[src/rtl/key_debounce_module_pkg.sv]
// Shared key-handling definitions: debounce FSM state encoding and 50 MHz
// board timing constants, also used by the key edge detector.
package key_debounce_module_pkg;

   typedef enum logic [1:0] {
      IDLE        = 2'd0,
      DLY_PRESS   = 2'd1,
      PRESSED     = 2'd2,
      DLY_RELEASE = 2'd3
   } key_state_e;

   // Cycle counts minus one at 50 MHz.
   localparam logic [15:0] T1MS_50MHZ          = 16'd49_999;
   localparam logic [15:0] T100US_50MHZ        = 16'd4_999;
   localparam logic [7:0]  DEBOUNCE_MS_DEFAULT = 8'd10;

endpackage

[src/rtl/key_debounce_module_ms_timer.sv]
// ms_timer: millisecond-granular settle timer for the key debouncer.
// Ports:
//   CLK          rising-edge clock
//   RSTn         asynchronous active-low reset
//   Clear        holds both counters at 0
//   Enable       advances the counters by one cycle
//   DEBOUNCE_MS  window length in ms (1..255)
//   Done         1-cycle strobe while the counters sit on the terminal value
module ms_timer
   import key_debounce_module_pkg::*;
#(
   parameter logic [15:0] T1MS = T1MS_50MHZ
) (
   input  logic       CLK,
   input  logic       RSTn,
   input  logic       Clear,
   input  logic       Enable,
   input  logic [7:0] DEBOUNCE_MS,
   output logic       Done
);

   logic [15:0] count_1ms;
   logic [7:0]  count_ms;
   logic        tick_1ms;
   logic        last_ms;

   assign tick_1ms = (count_1ms == T1MS);
   assign last_ms  = (count_ms == (DEBOUNCE_MS - 8'd1));

   // Combinational so the FSM leaves its delay state on the same edge the
   // counters reach terminal; the owner registers everything it outputs.
   assign Done = Enable && !Clear && tick_1ms && last_ms;

   always_ff @(posedge CLK or negedge RSTn) begin
      if (!RSTn) begin
         count_1ms <= 16'd0;
         count_ms  <= 8'd0;
      end else if (Clear) begin
         count_1ms <= 16'd0;
         count_ms  <= 8'd0;
      end else if (Enable) begin
         if (tick_1ms) begin
            count_1ms <= 16'd0;
            // Wrap at terminal so neither counter ever passes its end value.
            count_ms  <= last_ms ? 8'd0 : count_ms + 8'd1;
         end else begin
            count_1ms <= count_1ms + 16'd1;
         end
      end
   end

endmodule

[src/rtl/key_debounce_module.sv]
// key_debounce_module: turns bouncy key edge strobes into one clean press
// event and one clean release event, with a fixed settle window after each
// accepted edge during which every strobe is treated as bounce.
// Ports:
//   CLK            rising-edge clock
//   RSTn           asynchronous active-low reset
//   H2L_Sig        1-cycle strobe, key pin fell (press)
//   L2H_Sig        1-cycle strobe, key pin rose (release)
//   Key_Down       debounced key level, 1 = pressed
//   Press_Pulse    1-cycle strobe, press accepted
//   Release_Pulse  1-cycle strobe, release accepted
//   Busy           1 while a settle window is running
//   State_Dbg      current FSM state (key_state_e encoding)
// Strobe semantics: an input strobe acts when it is high at a rising CLK edge;
// there is no back-pressure, a strobe the FSM does not want is simply dropped.
module key_debounce_module
   import key_debounce_module_pkg::*;
#(
   parameter logic [15:0] T1MS        = T1MS_50MHZ,
   parameter logic [7:0]  DEBOUNCE_MS = DEBOUNCE_MS_DEFAULT
) (
   input  logic       CLK,
   input  logic       RSTn,
   input  logic       H2L_Sig,
   input  logic       L2H_Sig,
   output logic       Key_Down,
   output logic       Press_Pulse,
   output logic       Release_Pulse,
   output logic       Busy,
   output logic [1:0] State_Dbg
);

   key_state_e state;
   key_state_e next_state;
   logic       in_delay;
   logic       timer_done;
   logic       press_next;
   logic       release_next;
   logic       key_down_next;
   logic       busy_next;

   assign in_delay  = (state == DLY_PRESS) || (state == DLY_RELEASE);
   assign State_Dbg = state;

   // Counters only run inside a window and sit at 0 everywhere else, so a
   // fresh window always starts from zero.
   ms_timer #(
      .T1MS (T1MS)
   ) u_ms_timer (
      .CLK         (CLK),
      .RSTn        (RSTn),
      .Clear       (!in_delay),
      .Enable      (in_delay),
      .DEBOUNCE_MS (DEBOUNCE_MS),
      .Done        (timer_done)
   );

   always_ff @(posedge CLK or negedge RSTn) begin
      if (!RSTn) begin
         state <= IDLE;
      end else begin
         state <= next_state;
      end
   end

   always_comb begin
      next_state    = state;
      press_next    = 1'b0;
      release_next  = 1'b0;
      case (state)
         IDLE: begin
            if (H2L_Sig) next_state = DLY_PRESS;
         end
         DLY_PRESS: begin
            if (timer_done) begin
               next_state = PRESSED;
               press_next = 1'b1;
            end
         end
         PRESSED: begin
            if (L2H_Sig) next_state = DLY_RELEASE;
         end
         DLY_RELEASE: begin
            if (timer_done) begin
               next_state   = IDLE;
               release_next = 1'b1;
            end
         end
         default: next_state = IDLE;
      endcase
      // Outputs are derived from the state being entered so that, once
      // registered, they line up with that state's first cycle.
      key_down_next = (next_state == PRESSED) || (next_state == DLY_RELEASE);
      busy_next     = (next_state == DLY_PRESS) || (next_state == DLY_RELEASE);
   end

   always_ff @(posedge CLK or negedge RSTn) begin
      if (!RSTn) begin
         Key_Down      <= 1'b0;
         Press_Pulse   <= 1'b0;
         Release_Pulse <= 1'b0;
         Busy          <= 1'b0;
      end else begin
         Key_Down      <= key_down_next;
         Press_Pulse   <= press_next;
         Release_Pulse <= release_next;
         Busy          <= busy_next;
      end
   end

endmodule

[config.mk]
export PLATFORM = sky130hd
export DESIGN_NAME = key_debounce_module
export DESIGN_NICKNAME = d
export VERILOG_FILES = /design/src/rtl/key_debounce_module_pkg.sv /design/src/rtl/key_debounce_module_ms_timer.sv /design/src/rtl/key_debounce_module.sv
export SDC_FILE = /design/constraint.sdc
export NUM_CORES = 1
export LEC_CHECK = 0
export CAP_MARGIN = 20
export CORE_MARGIN = 2
export CORE_UTILIZATION = 61
export CTS_BUF_LIST = sky130_fd_sc_hd__clkbuf_16
export DETAILED_ROUTE_END_ITERATION = 16
export PLACE_DENSITY_LB_ADDON = 0.1
export SLEW_MARGIN = 0
export SYNTH_ARGS = -nofsm -noshare
export SYNTH_HDL_FRONTEND = slang
export SYNTH_SLANG_ARGS = --single-unit
export TNS_END_PERCENT = 50
[constraint.sdc]
create_clock -name CLK -period 6.7 [get_ports CLK]
set_input_delay 1.34 -clock CLK [delete_from_list [all_inputs] [get_ports CLK]]
set_output_delay 1.34 -clock CLK [all_outputs]
set_load 0.02 [all_outputs]
==> impl_metrics.py <==
metrics = {
    "logic_synthesis": {
        "syn-mean-instance-area_sq_um": 10.2,
        "ys_types": 36,
        "netlist_instances": 142,
        "ys_seq_elements": 29,
        "netlist_area_sq_um": 1450,
        "syn-num-nets": 149,
        "synth-edff-count": 0,
        "synthFlopType": "dfrtp_1",
        "ys_seq_area_frac": 0.500,
        "async_flop_share": 1.00,
        "yosysWarnings": 0,
    },
    "placement": {
        "place_area_sq_um": 1570,
        "dp_cells": 177,
        "dp_hpwl_um": 1910,
        "port_buffers": 9,
        "pre_cts_ws_ns": 4.21,
        "gp_congestion": 0.786,
    },
    "timing": {
        "fin_ws_ns": 3.91,
        "fin_setup_tns_ns": 0,
        "grt_setup_unrepaired": "false",
        "worstMarginPinSlew_ns": 0.847,
        "holdWs_ns": 0.512,
        "hold_violations": 0,
        "post-route-min-period_ns": 2.79,
        "relSlewSlack": 0.430,
        "post-route-period-util": 0.416,
        "drv_slew": 0,
        "maxClockFrequency_ghz": 0.359,
        "finalClockSkew_ns": 0.00615,
        "setup_viol": 0,
    },
    "setup_path": {
        "startpoint_type": "flip-flop",
        "crit_slowest_cell": "clkdlybuf4s50_1",
        "worstPathCellList": "clkdlybuf4s50_1",
        "required_ns": 5.36,
        "worstSetupPathType": "reg2out",
        "endpoint_kind": "output pin",
        "crit_arrival_ns": 1.45,
        "worst-path-max-fanout": 9,
        "critPathTopFamily": "buffers and inverters",
        "critPathMaxStageDelay_ns": 0.67,
        "worst-path-buf-inv": 1,
    },
    "detailed_routing": {
        "drt_pass1_iterations": 4,
        "routed_wl_um": 2980,
        "wl_per_cell_um": 16.1,
        "dr_total_vias": 1123,
        "viasPerCell": 6.07,
        "drc_errors": 0,
        "first_iter_violations": 36,
        "antenna_left": 0,
    },
    "cells_and_area": {
        "layout.nets": 163,
        "n_fill_cell": 146,
        "final_common_cell": "dfrtp_1",
        "layout_common_cells": "dfrtp_1, nor2_1, nand3_1, xor2_1, nand4_1",
        "area_delta_synth_final_pct": 17.8,
        "diodes": 0,
        "drive_above_1_share": 0.0701,
        "finalNonFillerCells": 185,
        "final_area_sq_um": 1710,
        "final_core_util": 0.765,
    },
    "clock_network": {
        "cts_root_buffer": "clkbuf_16",
        "tritoncts": "done",
        "cts_resized": 0,
        "hold_buffers": 0,
        "numClockSinks": 29,
        "clk_pin_slew_ns": 0.05,
        "clockBufferDepth": 2,
        "numCtsBuffers": 5,
        "clkLatencyLatePin_ns": 0.28,
        "htreeDepth": 2,
        "postCtsSetupRepairBufs": 0,
    },
    "floorplan": {
        "core_area_sq_um": 2230,
        "initial_utilization": 0.649,
        "rows": 17,
        "die_h_um": 52.8,
        "dieArea_sq_um": 2780,
        "die_w_um": 52.8,
        "pin_count": 10,
    },
    "pwr": {
        "pwr-share-seq": 0.457,
        "p_clk_frac": 0.421,
        "ir_worst_vdd_mv": 0.228,
        "p_leak_nw": 0.751,
        "switching_power_uw": 133,
        "power_density_nw_per_um2": 288,
        "power_uw": 492,
        "intPower_uw": 359,
        "combPwrFrac": 0.121,
        "swShare": 0.270,
    },
    "hold_path": {
        "hold_class": "reg2reg",
    },
    "grt": {
        "grt_max_degree": 30,
        "gr-usage-all-layers": 0.255,
        "grt_pass1_vias": 1061,
        "overflow": 0,
        "grt_pass1_wl_um": 4870,
        "antenna_found_initial": 0,
    },
    "flow_run": {
        "maxCapViolCount": 0,
    },
    "run_status": {
        "status": "complete, no violations",
    },
}
## power groups by stage
stage | Sequential (mW) | Clock [mW] | Combinational, mW
floorplan | 0.219 | 0 | 0.0480
global placement | 0.226 | 0 | 0.0579
detailed placement | 0.227 | 0 | 0.0596
CTS | 0.224 | 0.209 | 0.0606
global route | 0.228 | 0.218 | 0.0700
finish | 0.225 | 0.207 | 0.0598
## cell usage after synthesis, types with 2 or more instances
library cell | number | share of area
clkbuf_1 | 2 | 0.0052
nor3_1 | 2 | 0.0069
dfrtp_1 | 29 | 0.50
inv_1 | 3 | 0.0078
nand4_1 | 10 | 0.043
and4_1 | 2 | 0.012
or3_1 | 4 | 0.017
mux2i_1 | 2 | 0.014
xor2_1 | 11 | 0.066
nand3_1 | 11 | 0.038
xnor2_1 | 5 | 0.030
ha_1 | 3 | 0.026
nand4bb_1 | 2 | 0.016
and3_1 | 3 | 0.013
o21ai_1 | 2 | 0.0069
nor4_1 | 6 | 0.026
nand2_1 | 9 | 0.023
and2_1 | 4 | 0.017
nor2_1 | 15 | 0.039
## cell type report
| cell class | count | area (sq um) | share of cell area |
|---|---|---|---|
| clock inverters | 3 | 12.5 | 0.00733 |
| well taps | 28 | 35.0 | 0.0205 |
| clock buffers | 5 | 125 | 0.0733 |
| flip-flops and latches | 29 | 726 | 0.425 |
| inverters | 3 | 11.3 | 0.00659 |
| repair buffers | 11 | 105 | 0.0615 |
| multi-input cells | 106 | 693 | 0.406 |
## routing by layer
layer  GRT usage  vias to the layer above  share of wire
met5           0                        -              0
met4       0.107                        0          0.014
met3      0.0857                        6          0.049
met2       0.431                       22           0.52
met1       0.292                      552           0.42
li1            -                      543              -
## path summary, 6_finish.rpt
kind                                          from                      end  slack (ns)  cells after the start
min                        u_ms_timer.count_1ms[0]  u_ms_timer.count_1ms[0]        0.51                      1
min reg2reg                u_ms_timer.count_1ms[0]  u_ms_timer.count_1ms[0]        0.51                      1
max in group asynchronous                     RSTn             State_Dbg[1]        4.97                      2
max                                           Busy             State_Dbg[0]        3.91                      1
max reg2reg                u_ms_timer.count_1ms[4]   u_ms_timer.count_ms[7]        4.43                      4
min in group asynchronous                     RSTn  u_ms_timer.count_1ms[3]        1.45                      2
## cells by family (layout without fill, tap and decap cells)
kind of cell	count (synthesis)	after routing	share of synthesized area
adder cells (fa/ha/maj)	3	3	0.0259
AO/OA/AOI/OAI	11	11	0.0570
XOR/XNOR	16	16	0.0966
buffers and inverters	7	22	0.0216
multiplexers	2	2	0.0138
AND/OR/NAND/NOR	74	74	0.285
flip-flops	29	29	0.500
## sequential cells by signal, summed over array words and instances (netlist names)
name	cells
Busy	1
Key_Down	1
Press_Pulse	1
Release_Pulse	1
State_Dbg	1
u_ms_timer.count_1ms	16
u_ms_timer.count_ms	8
(Power assumes the default switching activity.)
